File: config.mk
export PLATFORM = sky130hd
export DESIGN_NAME = mem_port_arbiter
export DESIGN_NICKNAME = d
export VERILOG_FILES = /design/src/rtl/mem_arb_pkg.sv /design/src/rtl/mem_arb_rr2.sv /design/src/rtl/mem_port_arbiter.sv
export SDC_FILE = /design/constraint.sdc
export NUM_CORES = 1
export LEC_CHECK = 0
export ABC_AREA = 1
export CORE_UTILIZATION = 31
export DETAILED_ROUTE_END_ITERATION = 16
export GPL_ROUTABILITY_DRIVEN = 0
export HOLD_SLACK_MARGIN = 0.12
export PLACE_DENSITY = 0.95
export SLEW_MARGIN = 20
export SYNTH_ARGS = -nofsm -noshare
export SYNTH_HDL_FRONTEND = slang
export SYNTH_SLANG_ARGS = --single-unit
File: constraint.sdc
create_clock -name clk -period 3.71 [get_ports clk]
set_input_delay 0.371 -clock clk [delete_from_list [all_inputs] [get_ports clk]]
set_output_delay 0.371 -clock clk [all_outputs]
set_load 0.02 [all_outputs]
File: src/rtl/mem_arb_pkg.sv
// Shared definitions for the RAM port arbiter: address widths, grant source
// encoding and the core lock state encoding.
package mem_arb_pkg;

  localparam int RAM_AW  = 15;
  localparam int CORE_AW = 24;

  typedef enum logic [1:0] {
    SRC_NONE = 2'd0,
    SRC_VGA  = 2'd1,
    SRC_CORE = 2'd2,
    SRC_PER  = 2'd3
  } src_t;

  typedef enum logic {
    LK_UNLOCKED = 1'b0,
    LK_LOCKED   = 1'b1
  } lock_state_t;

endpackage

File: src/rtl/mem_arb_rr2.sv
// Two-way round-robin picker between requester a (core) and b (peripheral).
// The last winner loses a tie. favor_b rewrites history so that b wins the
// next tie, used after a lock is force-released.
module mem_arb_rr2 (
  input  logic clk,
  input  logic rst_n,
  input  logic en,
  input  logic req_a,
  input  logic req_b,
  input  logic favor_b,
  output logic gnt_a,
  output logic gnt_b
);

  logic last_b;

  // pick a winner; on a tie the side that did not win last time goes
  always_comb begin
    gnt_a = en & req_a & (~req_b | last_b);
    gnt_b = en & req_b & (~req_a | ~last_b);
  end

  // last-winner register; reset value lets the core win the first tie
  always_ff @(posedge clk or negedge rst_n) begin
    if (!rst_n) begin
      last_b <= 1'b1;
    end else if (favor_b) begin
      last_b <= 1'b0;
    end else if (gnt_a) begin
      last_b <= 1'b0;
    end else if (gnt_b) begin
      last_b <= 1'b1;
    end
  end

endmodule

File: src/rtl/mem_port_arbiter.sv
// Single-port RAM arbiter for VGA reads, core reads/writes and peripheral
// writes. VGA has fixed top priority; core and peripheral alternate.
// The core can lock out the peripheral for read-modify-write sequences,
// bounded by LOCK_MAX cycles.
//
//   state       | meaning
//   ------------+---------------------------------------------------------
//   LK_UNLOCKED | normal arbitration, peripheral eligible
//   LK_LOCKED   | peripheral masked, lock_cnt counts cycles toward LOCK_MAX
module mem_port_arbiter
  import mem_arb_pkg::*;
#(
  parameter int LOCK_MAX = 16,
  parameter int DATA_W   = 16
) (
  input  logic                 clk,
  input  logic                 rstBtn,
  input  logic                 vga_req,
  input  logic [RAM_AW-1:0]    vga_addr,
  output logic                 vga_gnt,
  output logic                 vga_rvalid,
  output logic [DATA_W-1:0]    vga_rdata,
  input  logic                 core_req,
  input  logic                 core_we,
  input  logic [CORE_AW-1:0]   core_addr,
  input  logic [DATA_W-1:0]    core_wdata,
  input  logic                 core_lock,
  output logic                 core_gnt,
  output logic                 core_rvalid,
  output logic [DATA_W-1:0]    core_rdata,
  output logic                 lock_err,
  input  logic                 per_req,
  input  logic [RAM_AW-1:0]    per_addr,
  input  logic [DATA_W-1:0]    per_wdata,
  output logic                 per_gnt,
  output logic                 mem_en,
  output logic                 mem_we,
  output logic [RAM_AW-1:0]    mem_addr,
  output logic [DATA_W-1:0]    mem_wdata,
  input  logic [DATA_W-1:0]    mem_rdata
);

  localparam int CNT_W = $clog2(LOCK_MAX + 1);

  lock_state_t      lock_state;
  logic [CNT_W-1:0] lock_cnt;
  logic             relock_block;
  logic             lock_hit;
  logic             lock_err_q;
  logic             core_oor;
  logic             per_req_eff;
  logic             rr_core;
  logic             rr_per;
  logic             vga_rd_q;
  logic             core_rd_q;
  logic             core_oor_q;
  src_t             src;

  // upper core address bits select space outside the RAM
  assign core_oor    = |core_addr[CORE_AW-1:RAM_AW];
  assign per_req_eff = per_req & (lock_state == LK_UNLOCKED);
  assign lock_hit    = (lock_state == LK_LOCKED) && (lock_cnt == CNT_W'(LOCK_MAX - 1));

  mem_arb_rr2 u_rr (
    .clk     (clk),
    .rst_n   (rstBtn),
    .en      (rstBtn & ~vga_req),
    .req_a   (core_req),
    .req_b   (per_req_eff),
    .favor_b (lock_hit),
    .gnt_a   (rr_core),
    .gnt_b   (rr_per)
  );

  // select this cycle's owner; nothing is granted while reset is held
  always_comb begin
    src = SRC_NONE;
    if (rstBtn && vga_req) begin
      src = SRC_VGA;
    end else if (rr_core) begin
      src = SRC_CORE;
    end else if (rr_per) begin
      src = SRC_PER;
    end
  end

  assign vga_gnt  = (src == SRC_VGA);
  assign core_gnt = (src == SRC_CORE);
  assign per_gnt  = (src == SRC_PER);

  // steer the owner onto the RAM port; out-of-range core accesses never reach it
  always_comb begin
    mem_en    = 1'b0;
    mem_we    = 1'b0;
    mem_addr  = '0;
    mem_wdata = '0;
    case (src)
      SRC_VGA: begin
        mem_en   = 1'b1;
        mem_addr = vga_addr;
      end
      SRC_CORE: begin
        if (!core_oor) begin
          mem_en    = 1'b1;
          mem_we    = core_we;
          mem_addr  = core_addr[RAM_AW-1:0];
          mem_wdata = core_wdata;
        end
      end
      SRC_PER: begin
        mem_en    = 1'b1;
        mem_we    = 1'b1;
        mem_addr  = per_addr;
        mem_wdata = per_wdata;
      end
      default: ;
    endcase
  end

  // lock FSM with bounded hold; a forced release blocks relock until core_lock drops
  always_ff @(posedge clk or negedge rstBtn) begin
    if (!rstBtn) begin
      lock_state   <= LK_UNLOCKED;
      lock_cnt     <= '0;
      relock_block <= 1'b0;
      lock_err_q   <= 1'b0;
    end else begin
      lock_err_q <= 1'b0;
      if (!core_lock) begin
        relock_block <= 1'b0;
      end
      case (lock_state)
        LK_UNLOCKED: begin
          if (core_gnt && core_lock && !relock_block) begin
            lock_state <= LK_LOCKED;
            lock_cnt   <= '0;
          end
        end
        LK_LOCKED: begin
          if (!core_lock) begin
            lock_state <= LK_UNLOCKED;
            lock_cnt   <= '0;
          end else if (lock_hit) begin
            lock_state   <= LK_UNLOCKED;
            lock_cnt     <= '0;
            lock_err_q   <= 1'b1;
            relock_block <= 1'b1;
          end else begin
            lock_cnt <= lock_cnt + CNT_W'(1);
          end
        end
        default: lock_state <= LK_UNLOCKED;
      endcase
    end
  end

  // remember which read was issued so its data is routed one cycle later
  always_ff @(posedge clk or negedge rstBtn) begin
    if (!rstBtn) begin
      vga_rd_q   <= 1'b0;
      core_rd_q  <= 1'b0;
      core_oor_q <= 1'b0;
    end else begin
      vga_rd_q   <= vga_gnt;
      core_rd_q  <= core_gnt & ~core_we;
      core_oor_q <= core_oor;
    end
  end

  assign lock_err    = lock_err_q;
  assign vga_rvalid  = vga_rd_q;
  assign vga_rdata   = vga_rd_q ? mem_rdata : '0;
  assign core_rvalid = core_rd_q;
  assign core_rdata  = (core_rd_q && !core_oor_q) ? mem_rdata : '0;

endmodule

# Word-level counts from Yosys, hierarchy flattened
# Cells that the tools add are included.
[totals]
latch_bits = 0
ram_bits = 0
input_bits = 109
ff_bits = 12
n_memories = 0
mem_bits_ro = 0
[op_classes]
n_addsub = 1
reduce_logical = 10
n_shift = 0
eq_ne = 5
mul = 0
magnitude_cmp = 0
bitwise = 15
n_div = 0
muxes = 31
[ops]
columns = ["cell", "count"]
rows = [
  ["$mux W16", 3],
  ["$pmux W15 S3", 1],
  ["$pmux W16 S2", 1],
  ["$mux W1", 15],
  ["$mux W15", 1],
  ["$mux W5", 3],
  ["$pmux W5 S2", 1],
  ["$reduce_or A9 Y1", 1],
  ["$and A1 B1 Y1", 7],
  ["$mux W2", 3],
  ["$not A1 Y1", 6],
  ["$pmux W1 S2", 3],
  ["$add A5 B1 Y5 const B", 1],
  ["$eq A5 B4 Y1 const B", 1],
  ["$logic_and A1 B1 Y1", 5],
  ["$eq A2 B2 Y1 const B", 2],
  ["$reduce_bool A3 Y1", 1],
  ["$eq A2 B1 Y1 const B", 1],
  ["$logic_not A1 Y1", 2],
  ["$ne A2 B1 Y1 const B", 1],
  ["$or A1 B1 Y1", 2],
  ["$reduce_or A2 Y1", 1],
]

# Depth between registers and ports, before layout
# Gate-level depths: netlist of run 1.
[logic_depth]
depth_word = 12
depth_mapped = 8
depth_no_buf = 7

# Hierarchy
# A second synthesis of run 1 with hierarchy kept.
[hier_totals]
hier_cells = 297
hier_area_um2 = 1642.8
[by_module_without_submodules]
columns = ["module", "cells_each", "n_inst", "seq_area_each_um2", "area_per_inst_um2"]
rows = [
  ["mem_port_arbiter", 287, 1, 275.3, 1576.5],
  ["mem_arb_rr2", 10, 1, 26.3, 66.3],
]

# Worst setup path after synthesis of run 1
# No wires, ideal clock.
[synth_timing]
kind = "register -> output"
start = "register lock_state"
end = "output port mem_en"
stages_incl_launch_ff = 9
setup_slack_ns = 2.151
arrival_time_ns = 1.188
required_ns = 3.339
path_buffers = 2
path_cell_list = "dfrtp_1 buf_6 inv_2 nand3_2 nand2_2 inv_4 buf_6 nand2_1 nand3_1"
[synth_between]
word_cells_on_any_way = 15
cone_classes = "eq/ne: 3; mux: 4; bitwise: 7; reduce/logical: 1"
[synth_lines]
columns = ["item", "line_no", "rtl"]
rows = [
  ["from (decl)", "mem_port_arbiter.sv:45", "lock_state_t lock_state;"],
  ["from (signal assigned)", "mem_port_arbiter.sv:123", "lock_state <= LK_UNLOCKED;"],
  ["from (signal assigned)", "mem_port_arbiter.sv:135", "lock_state <= LK_LOCKED;"],
  ["from (signal assigned)", "mem_port_arbiter.sv:141", "lock_state <= LK_UNLOCKED;"],
  ["$not A1 Y1 *", "--", ""],
  ["$and A1 B1 Y1 *", "mem_port_arbiter.sv:61", "assign per_req_eff = per_req & (lock_state == LK_UNLOCKED);"],
  ["$and A1 B1 Y1 or $not A1 Y1 (tied branches)", "mem_arb_rr2.sv:20, mem_arb_rr2.sv:19", ""],
  ["$and A1 B1 Y1 or $or A1 B1 Y1 (tied branches)", "mem_arb_rr2.sv:20, mem_arb_rr2.sv:19", ""],
  ["$mux W2 or $and A1 B1 Y1 (tied branches)", "mem_port_arbiter.sv:82, mem_arb_rr2.sv:19", ""],
  ["$mux W2 *", "mem_port_arbiter.sv:80", "end else if (rr_core) begin"],
  ["$mux W2 *", "mem_port_arbiter.sv:78", "if (rstBtn && vga_req) begin"],
  ["$eq A2 B2 Y1 *", "--", ""],
  ["via core_gnt", "mem_port_arbiter.sv:28", "output logic core_gnt,"],
  ["$pmux W1 S2 *", "mem_port_arbiter.sv:97", "case (src)"],
  ["to (decl)", "mem_port_arbiter.sv:36", "output logic mem_en,"],
]
# Mark *: on every way through the listed nets, which the timed path passes. The rest lies on a longest branch.

# Worst setup path in the final report of run 1
[layout_timing]
start = "input port rstBtn"
end = "output port mem_wdata[0]"
[layout_between]
elab_chain_len = 8
word_cells_on_any_way = 12
cone_classes = "eq/ne: 2; mux: 4; bitwise: 5; reduce/logical: 1"
[layout_rtl]
columns = ["item", "line_no", "rtl"]
rows = [
  ["from (decl)", "mem_port_arbiter.sv:17", "input logic rstBtn,"],
  ["$and A1 B1 Y1", "mem_port_arbiter.sv:67", ".en (rstBtn & ~vga_req),"],
  ["$and A1 B1 Y1 (2 in a row)", "mem_arb_rr2.sv:20", "gnt_b = en & req_b & (~req_a | ~last_b);"],
  ["$mux W2", "mem_port_arbiter.sv:82", "end else if (rr_per) begin"],
  ["$mux W2", "mem_port_arbiter.sv:80", ""],
  ["$mux W2 *", "mem_port_arbiter.sv:78", ""],
  ["$eq A2 B2 Y1", "mem_port_arbiter.sv:97", ""],
  ["$pmux W16 S2 *", "mem_port_arbiter.sv:97", ""],
  ["to (decl)", "mem_port_arbiter.sv:39", "output logic [DATA_W-1:0] mem_wdata,"],
]
# Mark *: on every way between the ends. The rest lies on a longest branch, timed or not.

==> results of run 1 <==
==> cell type report <==
class / count / area (um^2)
Timing Repair Buffer: 182 / 1810
Fill cell: 406 / 1630
Multi-Input combinational cell: 210 / 936
Sequential cell: 12 / 302
Inverter: 76 / 289
Tap cell: 70 / 87.6
Clock buffer: 4 / 45.0
==> through the flow <==
step | instance area [um^2] | setup WS [ns] | power [mW] | std cells | hold slack (ns)
final | 3470 | 0.863 | 0.571 | 554 | 0.360
after CTS | 3470 | 0.849 | 0.573 | 554 | 0.367
after detailed placement | 3430 | 0.847 | 0.448 | 550 | 0.505
after global placement | 3430 | 0.920 | 0.441 | 550 | 0.486
after global routing | 3470 | 0.734 | 0.603 | 554 | 0.375
after floorplan | 1640 | 2.15 | 0.266 | 311 | 0.0754
==> sequential cells by signal, indices dropped and copies added, names as in the netlist <==
signal	cells
lock_state	1
lock_err	1
core_oor_q	1
vga_rvalid	1
relock_block	1
lock_cnt	5
core_rvalid	1
u_rr.last_b	1
==> routing by layer <==
metal	GRT usage	wire (um)	vias up
met5	0	0	-
met4	0.0587	97	0
li1	-	-	1253
met2	0.395	3340	147
met1	0.231	2410	1057
met3	0.0535	713	14
==> path summary, 6_finish.rpt <==
| path | slack (ns) | cells after the start | end | start |
|---|---|---|---|---|
| max | 0.86 | 8 | mem_wdata[0] | rstBtn |
| min | 0.36 | 1 | lock_state | rstBtn |
| max reg2reg | 2.39 | 5 | relock_block | lock_cnt[0] |
| min reg2reg | 0.52 | 2 | u_rr.last_b | u_rr.last_b |
| max in group asynchronous | 2.94 | 2 | lock_cnt[4] | rstBtn |
| min in group clk | 0.52 | 2 | u_rr.last_b | u_rr.last_b |
==> power groups by stage <==
stage          registers [mW]  clock network (mW)  logic [mW]
6_report                0.156               0.124       0.291
5_1_grt                 0.159               0.129       0.315
4_1_cts                 0.156               0.124       0.292
3_5_place_dp            0.158                   0       0.290
3_3_place_gp            0.157                   0       0.284
2_1_floorplan           0.153                   0       0.113
==> cells in the mapped netlist, types with 2 or more instances <==
cell type   n  area (um^2)
nand3_1    37          185
nor2_1     70          263
buf_6       7         78.8
nand4_1     2         12.5
buf_2       2         10.0
buf_4       2         15.0
nor2_2      3         18.8
clkbuf_1    2         7.51
nand3_2     7         70.1
inv_1      73          274
dfrtp_1    11          275
nand2_1    82          308
==> layout by cell type (no fill, tap or decap), types with 3 or more instances in the layout <==
| cell | Yosys | routed |
|---|---|---|
| clkdlybuf4s50_1 | 0 | 179 |
| nand2_1 | 82 | 82 |
| nand3_2 | 7 | 7 |
| nand3_1 | 37 | 37 |
| nor2_2 | 3 | 3 |
| inv_1 | 73 | 73 |
| buf_4 | 2 | 3 |
| nor2_1 | 70 | 70 |
| clkbuf_8 | 0 | 3 |
| dfrtp_1 | 11 | 11 |
==> critical path: stages <==
cell             delay [ns]
clkdlybuf4s50_1        0.62
inv_1                  0.08
nor2_2                 0.13
nand3_4                0.22
clkinv_2               0.26
nand2_1                0.09
nand2_1                0.09
clkdlybuf4s50_1        0.61
==> cells by family (layout without fill, tap and decap cells) <==
kind of cell               count (synthesis)  count (layout)  share of synthesized area
and+or+nand+nor                          205             205                      0.549
buffers and inverters                     89             262                      0.244
DFF                                       12              12                      0.184
AOI/OAI and AO/OA                          3               3                    0.00993
adders and majority gates                  1               1                    0.00764
xor gates and xnor gates                   1               1                    0.00535
==> impl_results.md, run 1 <==
- ANT nets after route: 0
- Vias in the first global route: roughly 2100
- Post-synthesis sequential area ratio: 0.184
- CORE AREA: 5110 um^2
- Relative slew slack: 0.597
- Syn nets: 421
- Initial DRC Count: 122
- I/O Pins: 180
- Antenna cells: 0
- Mapped cell area: 1640 um^2
- Clock buffer depth: 2
- Via count: 2471
- Post-cts sizing count: 0
- Hold Crit Class: input port to async pin
- Cells after synthesis: 311
- Die width: 74.7 um
- Max Fclk: 351 MHz
- Part of the power in registers: 0.274
- Nets: approximately 600
- Worst-Skew Late Latency: 0.24 ns
- CP required: around 3.3 ns
- Layout Area Growth over Synthesis: 112%
- Drt drc: 0
- Initial antenna violation count: 0
- Share of cells above drive strength 1: 0.0496
- Avg WL per Cell: 11.8 um
- Crit start category: input port
- Worst setup EP type: primary output
- Die area: between 5000 and 6000 um^2
- Pleak: approximately 1.8 nW
- Largest net degree at the start of global routing: 35
- Pins Over Slew Limit: 0
- Routed WL: 6.55 mm
- Htree depth: 1
- Yosys cell types: 25
- Unrepaired setup endpoints after global routing: no
- Pwr dens: 164 nW/um^2
- GRT overflow: 0
- Hpwl dp: 5.53 mm
- Post-layout util: 0.680
- Setup bufs post-CTS: 0
- Global-route wire length before repair: 9.10 mm
- Initial Utilization: 0.321
- Net switching power: 0.184 mW
- Clock root buffer: clkbuf_8
- Syn avg cell area: 5.27 um^2
- Clock power frac: 0.218
- Pin slew with the least headroom to its limit: 0.602 ns
- Period utilization: 0.767
- Fin. Hold Viols: 0
- CP arrival: ~2.5 ns
- Post-layout minimum cycle time: 2.85 ns
- Worst vdd ir: between 0.09 and 0.1 mV
- Setup TNS Final: 0 ns
- Num Clock Sinks: 12
- Vias per Instance: roughly 4.5
- MaxCap Viol Count: 0
- Die height: 74.7 um
- Number of flops mapped to enable cells by yosys: 0
- TritonCTS clock tree: yes
- Setup-failing EPs final: 0
- Count of state elements after synthesis: 12
- Internal power: 0.388 mW
- Synth warnings: 0
- Combinational share of power: 0.509
- Sw frac: 0.321
- Outcome: completed
- Num rows: 26
- Async SR Flop Fraction: 1.00
- Hold Buf Count CTS: 0
- Clock transition at the registers of the reported paths: 0.05 ns
- Total global-route track usage: 0.210
- Synth Flop Type: dfrtp_1
- Crit-path max FO: 19
- Crit path kind: input port to primary output
- TritonCTS Buffers: 3
- IO Port Bufs: 179
- Max Clock Skew: 0.00587 ns
- Detailed Routing Iterations Pass 1: 4
Note: power is estimated with default switching activity, not from simulation.
==> run 2: changes to the inputs <==
- CORE_UTILIZATION: 31 -> 28
- PLACE_DENSITY: 0.95 -> 0.9
- clock period: 3.71 -> 2.9 ns (I/O delays scaled with it)
==> impl_results.md, run 2 (same netlist as run 1, synthesis figures left out) <==
- Die width: 78.5 um (was 74.7 um)
- Clock buffer depth: 2 (unchanged)
- Largest register FFs: 5 (unchanged)
- Fillcell total: 493 (was 406)
- ANT nets after route: 0 (unchanged)
- Initial antenna violation count: 0 (unchanged)
- CP arrival: 2.35 ns (was 2.48 ns)
- Num Clock Sinks: 12 (unchanged)
- Routed WL: 6.32 mm (was 6.55 mm)
- Die height: 78.5 um (was 74.7 um)
- Max Fclk: 379 MHz
- Max Clock Skew: 0.00279 ns (was 0.00587 ns)
- CORE AREA: 5570 um^2 (was 5110 um^2)
- Clock root buffer: clkbuf_8 (unchanged)
- Clock transition at the registers of the reported paths: 0.05 ns (about the same)
- Setup-failing EPs final: 0 (unchanged)
- Commonest cells after routing, fill and taps aside: 179 x clkdlybuf4s50_1, 82 x nand2_1, 73 x inv_1 (unchanged)
- Num rows: 27 (was 26)
- Vias in the first global route: 2343 (was 2081)
- Pins Over Slew Limit: 0 (unchanged)
- Drt drc: 0 (unchanged)
- CP required: 2.61 ns (was 3.34 ns)
- Period utilization: 0.909
- Initial Utilization: 0.294 (was 0.321)
- Layout Area Growth over Synthesis: 113% (was 112%)
- IO Port Bufs: 179 (unchanged)
- Nets: 595 (unchanged)
- Htree depth: 1 (unchanged)
- Hpwl dp: 5.32 mm (was 5.53 mm)
- Power Total: 0.745 mW (was 0.571 mW)
- I/O Pins: 180 (unchanged)
- TritonCTS Buffers: 3 (unchanged)
- Post-cts sizing count: 0 (unchanged)
- Crit start category: input port (unchanged)
- Setup bufs post-CTS: 0 (unchanged)
- Pleak: 1.83 nW (was 1.82 nW)
- TritonCTS clock tree: yes (unchanged)
- Pin slew with the least headroom to its limit: 0.614 ns (was 0.602 ns)
- Outcome: completed (unchanged)
- Hold slack: 0.267 ns (was 0.360 ns)
- Worst vdd ir: 0.201 mV (was 0.0903 mV)
- Critical Path Max Stage Delay: 0.61 ns (was 0.62 ns)
- Total global-route track usage: 0.206 (was 0.210)
- Critical-path top delay cell: clkdlybuf4s50_1 (unchanged)
- Post-layout minimum cycle time: 2.64 ns
- Pwr dens: 214 nW/um^2 (was 164 nW/um^2)
- Top reg by flops: lock_cnt (unchanged)
- Antenna cells: 0 (unchanged)
- Relative slew slack: 0.590 (was 0.597)
- Vias per Instance: 4.34 (was 4.46)
- Detailed Routing Iterations Pass 1: 7 (was 4)
- Setup TNS Final: 0 ns (unchanged)
- Hold Buf Count CTS: 0 (unchanged)
- Commonest non-fill, non-tap cell in the layout: clkdlybuf4s50_1 (unchanged)
- Worst setup EP type: primary output (unchanged)
- Hold Crit Class: input port to async pin (unchanged)
- Crit path kind: input port to primary output (unchanged)
- Share of cells above drive strength 1: 0.0517 (was 0.0496)
- Die area: 6160 um^2 (was 5580 um^2)
- Via count: 2413 (was 2471)
- Unrepaired setup endpoints after global routing: no (unchanged)
- Initial DRC Count: 74 (was 122)
- Fin. Hold Viols: 0 (unchanged)
- Crit-path max FO: 19 (unchanged)
- Avg WL per Cell: 11.4 um (was 11.8 um)
- Largest net degree at the start of global routing: 35 (unchanged)
- GRT overflow: 0 (unchanged)
- Worst-Skew Late Latency: 0.23 ns (was 0.24 ns)
- Crit path cell chain: clkdlybuf4s50_1 -> inv_1 -> nor2_2 -> nand3_4 -> clkinv_2 -> nand2_1 -> nand2_1 -> clkdlybuf4s50_1 (unchanged)
- MaxCap Viol Count: 0 (unchanged)
- Global-route wire length before repair: 10.2 mm (was 9.10 mm)
run 2: cell types whose count changed in the layout (fill, tap and decap cells not counted):
cell      change
clkbuf_8      +1
clkbuf_1      -1
run 2: final timing paths:
check                           slack, ns  depth (start not counted)         start           end
worst max-delay path                 0.26                          8        rstBtn  mem_wdata[2]
worst min-delay path                 0.27                          1        rstBtn  relock_block
worst max register to register       1.64                          5   lock_cnt[0]  relock_block
worst min register to register       0.52                          2  relock_block  relock_block
max in group asynchronous            2.24                          2        rstBtn    core_oor_q
min in group clk                     0.52                          2  relock_block  relock_block
run 2: layout make-up:
class                   count  area, um^2  share of cell area
flip-flops and latches     12         302              0.0865
clock buffers               4        55.1              0.0158
repair buffers            182        1810               0.520
well taps                  72        90.1              0.0258
multi-input cells         210         936               0.268
inverters                  76         289              0.0829
run 2: metrics by stage:
stage / utilization / worst slack (ns) / cells / area, um^2
after floorplan: - / 1.42 / 311 / 1640
after global placement: 0.615 / 0.305 / 552 / 3430
after detailed placement: 0.615 / 0.231 / 552 / 3430
after CTS: 0.625 / 0.229 / 556 / 3490
after global routing: 0.625 / 0.0659 / 556 / 3490
final: 0.625 / 0.264 / 556 / 3490
run 2: power breakdown:
part           switching (mW)  internal, mW  total [mW]
registers              0.0155         0.184       0.199
logic                   0.154         0.215       0.369
clock network          0.0575         0.120       0.177
total                   0.227         0.519       0.745
run 2: per-layer routing:
metal / track usage / share of wire
met1: 0.209 / 0.37
met2: 0.408 / 0.52
met3: 0.0605 / 0.10
met4: 0.0407 / 0.012
met5: 0 / 0
run 2: worst max-delay path: cells and delay by family:
kind / cells / cell delay, ns
buffers and inverters: 4 / 1.52
AND/OR/NAND/NOR: 4 / 0.53
==> patch 1, RTL diff (settings of run 2) <==
The package constant `CORE_AW` goes from 24 to 48.
--- a/src/rtl/mem_arb_pkg.sv
+++ b/src/rtl/mem_arb_pkg.sv
@@ -5,3 +5,3 @@
   localparam int RAM_AW  = 15;
-  localparam int CORE_AW = 24;
+  localparam int CORE_AW = 48;
 
Interface: changed (resized core_addr); port bits go from 180 to 204. The function was not compared with the original's and may differ.
==> patch 1 against run 2 <==
- routed wire length up 23%
- combinational power increased by 7.6%
- design area grew 5.7%
- sequential cell count unchanged
- die area down 1.9%
- synthesized area shrank 1.9%
- synthesized cell count fell by 12%
- power increased by 5.5%
- maximum frequency is 0.68% higher
- worst setup slack improved by 0.018 ns
- critical path type is now reg -> out
==> patch 1: results <==
[yosys]
ys_types = 28
yosys_warnings = 0
synth_area_leaders = "nand2_1 21%, dfrtp_1 17%, nand4_1 13%"
ys_async_sr_fraction = 1.00
synth-edff-count = 0
yosysSeqAreaShare = 0.188
synth_top_cells_by_count = "88 x nand2_1, 39 x inv_1, 39 x nor2_1, 34 x nand4_1, 15 x a22oi_1"
syn_nets = 408
synthCells = 274

[drt]
drt_iter0_markers = 96
post_drt_via_cell_ratio = 4.86
vias = 2624
wl_microns = 7770
dr.pass1.iters = 5

[setup_path]
r2r_slack_ns = 1.28
critical_path_arrival_ns = 2.33
ff2ff_path_depth = 7
worstPathMaxFanout = 34
worstReg2RegEnd = "lock_cnt[0]"
r2r-start = "lock_state"

[placement]
place_area_sq_um = 3630
dpl.cell_count = 536
dp_slack_ns = 0.288
dp.final_hpwl_microns = 6290
portBuffers = 203

[clock_network]
clock_latency_ns = 0.25
htreeDepth = 1
post_cts_buffers = 0
clkSlewWorstSetupHoldPaths_ns = 0.06
cts_made_buffers = 3

[power]
p_leak_nw = 1.71
ir_drop_uv = 148

[layout]
largest-register = "lock_cnt"
fill_cells = 451
drive_above_1_share = 0.0491
finalNetCount = 603

[global_route]
grt_pass1_wl_microns = 11500
grt_pass1_vias = 2472
grt_usage = 0.240

[timing]
finalHoldViolCount = 0
clock_skew_ns = 0.00738
worstMarginPinSlew_ns = 0.524

[outcome]
status = "finished clean"
[patch 1: metrics by stage]
| step | hold WS [ns] | util |
|---|---|---|
| 6_report | 0.369 | 0.669 |
| 5_1_grt | 0.390 | 0.669 |
| 4_1_cts | 0.379 | 0.669 |
| 3_5_place_dp | 0.524 | 0.659 |
| 3_3_place_gp | 0.509 | 0.659 |
| 2_1_floorplan | -0.00559 | - |
[patch 1: power by group]
part           leakage (nW)  internal (mW)  switching, mW
combinational          1.53          0.243          0.154
sequential            0.156          0.184         0.0196
clock                0.0288          0.120         0.0660
total                  1.71          0.547          0.240
[patch 1: metal layers]
layer	part of all wire	up-vias	routed length, microns	global-route usage
li1	-	1273	-	-
met1	0.37	1153	2870	0.260
met2	0.49	176	3770	0.433
met3	0.12	22	898	0.0718
met4	0.029	0	228	0.0962
met5	0	-	0	0
[patch 1: cells by family after synthesis]
family	Yosys count	share of synthesized area
AND/OR/NAND/NOR	179	0.505
buffers and inverters	60	0.198
AO/OA/AOI/OAI	21	0.0966
flip-flops	12	0.188
XOR/XNOR	1	0.00545
adder cells (fa/ha/maj)	1	0.00779
[patch 1: worst max path at each step]
stage                        startpoint       endpoint  slack [ns]  depth (start not counted)
final                        lock_state    mem_addr[6]        0.28                          8
after global routing      core_addr[16]    mem_addr[6]        0.13                          9
after CTS                 core_addr[16]   mem_wdata[0]        0.28                          9
after detailed placement  core_addr[16]   mem_wdata[0]        0.29                          9
after global placement    core_addr[16]    mem_addr[6]        0.31                          9
after floorplan              lock_state  mem_wdata[10]        1.32                          9
[patch 1: layout make-up]
cell class	instances	area [sq um]	share of cell area
well taps	72	90.1	0.0244
inverters	43	174	0.0472
flip-flops and latches	12	302	0.0818
repair buffers	207	2070	0.563
multi-input cells	202	990	0.269
clock buffers	4	55.1	0.0149
[patch 1: worst max-delay path: stages, from the launching register on]
cell and delay [ns]:
dfrtp_1 0.51, inv_8 0.13, nand2_4 0.07, nor2_4 0.10
nand2_2 0.07, inv_4 0.28, a22oi_1 0.17, nand2_1 0.10
clkdlybuf4s50_1 0.63
==> patch 2, RTL diff (settings of run 2) <==
Made on the original files. Reset style: synchronous (`rstBtn` and `rst_n`), changed in 3 clocked blocks.
--- a/src/rtl/mem_arb_rr2.sv
+++ b/src/rtl/mem_arb_rr2.sv
@@ -23,3 +23,3 @@
   // last-winner register; reset value lets the core win the first tie
-  always_ff @(posedge clk or negedge rst_n) begin
+  always_ff @(posedge clk) begin
     if (!rst_n) begin
--- a/src/rtl/mem_port_arbiter.sv
+++ b/src/rtl/mem_port_arbiter.sv
@@ -120,3 +120,3 @@
   // lock FSM with bounded hold; a forced release blocks relock until core_lock drops
-  always_ff @(posedge clk or negedge rstBtn) begin
+  always_ff @(posedge clk) begin
     if (!rstBtn) begin
@@ -157,3 +157,3 @@
   // remember which read was issued so its data is routed one cycle later
-  always_ff @(posedge clk or negedge rstBtn) begin
+  always_ff @(posedge clk) begin
     if (!rstBtn) begin
Behaviour: differs if rstBtn is asserted again (counterexample within 4 cycles, from zero or initial values and one cycle with rstBtn low); with rstBtn held inactive, the same outputs for 10 cycles.
==> patch 2 against run 2 <==
- synthesized area down 3.7%
- power down 7.0%
- worst setup slack better by 0.11 ns
- clock skew down 0.0013 ns
- global-route usage up 1.3 points
- non-clock buffer count up 1
- design area down 1.6%
- core utilization up 2.5 points
- sequential cell count unchanged
- combinational power down 8.1%
- hold slack better by 0.17 ns
- routed wire length up 1.6%
- largest power group unchanged
==> patch 2: results <==
[drt]
vias = 2363
dr.pass1.iters = 4
drt_iter0_markers = 51
wl_met2_microns = 3330
wl_microns = 6430
wl_met1_microns = 2360

[power]
ir_drop_uv = 187
p_switching_uw = 197
pg_comb_uw = 339
p_leak_nw = 1.61
combPwrFrac = 0.490

[yosys]
ys.flop_type = "dfxtp_1"
ys_types = 25
ys_async_sr_fraction = 0
synth_area_leaders = "nand2_1 22%, dfxtp_1 15%, inv_1 11%"
yosysSeqAreaShare = 0.152
synth_top_cells_by_count = "94 x nand2_1, 46 x inv_1, 33 x nand3_1, 27 x nor2_1, 13 x a21boi_2"
syn_nets = 385

[worst_hold_path]
hold_class = "reg -> reg"
holdPathEnd = "lock_cnt[4]"

[layout]
nClkBuffers = 4
flops_and_latches = 12
seq_share = 0.0700
clk_share = 0.0161
fill_cells = 441
num-multi-input-gates = 198
finalNetCount = 559
non_clock_inverter_count = 51
drive_above_1_share = 0.0915
signal_buffers = 183

[setup_path]
ff2ff_path_depth = 6
r2r-start = "lock_state"
startpoint = "vga_req"
worstReg2RegEnd = "lock_state"
critical_path_arrival_ns = 2.24
worstPathMaxFanout = 20
r2r_slack_ns = 1.59
cp-endpoint = "mem_addr[7]"

[global_route]
grt_pass1_wl_microns = 10700
use_met2 = 0.418
grtUsageMet1 = 0.233
grt_max_degree = 36
grt_usage = 0.218
use_met3 = 0.0512

[placement]
portBuffers = 179
dp_slack_ns = 0.371
dp.final_hpwl_microns = 5280

[clock_network]
post_cts_buffers = 0

[timing]
fmax_mhz = 396
worstMarginPinSlew_ns = 0.547
clock_skew_ns = 0.00151

[outcome]
status = "finished clean"
patch 2: changes by cell type after synthesis, sizes merged, moves of 2 or more:
cell,change
dfxtp,+12
nand2,+15
dfrtp,-11
a21oi,+5
nand3,-4
inv,-24
a21boi,+16
nor2,-44
o21ai,+2
patch 2: stage by stage:
step,cells,utilization,hold WS [ns],area (sq um)
final,518,0.651,0.435,3430
after global routing,518,0.651,0.454,3430
after CTS,518,0.651,0.436,3430
after detailed placement,514,0.640,0.429,3370
after global placement,514,0.640,0.428,3370
after floorplan,275,-,0.362,1580
patch 2: cell families (layout without fill, tap and decap cells):
group / count (synthesis) / count (layout) / share of synthesized area
buf+inv: 65 / 238 / 0.205
simple gates: 172 / 172 / 0.499
fa+ha+maj: 1 / 1 / 0.00793
flops: 12 / 12 / 0.152
compound gates: 25 / 25 / 0.136
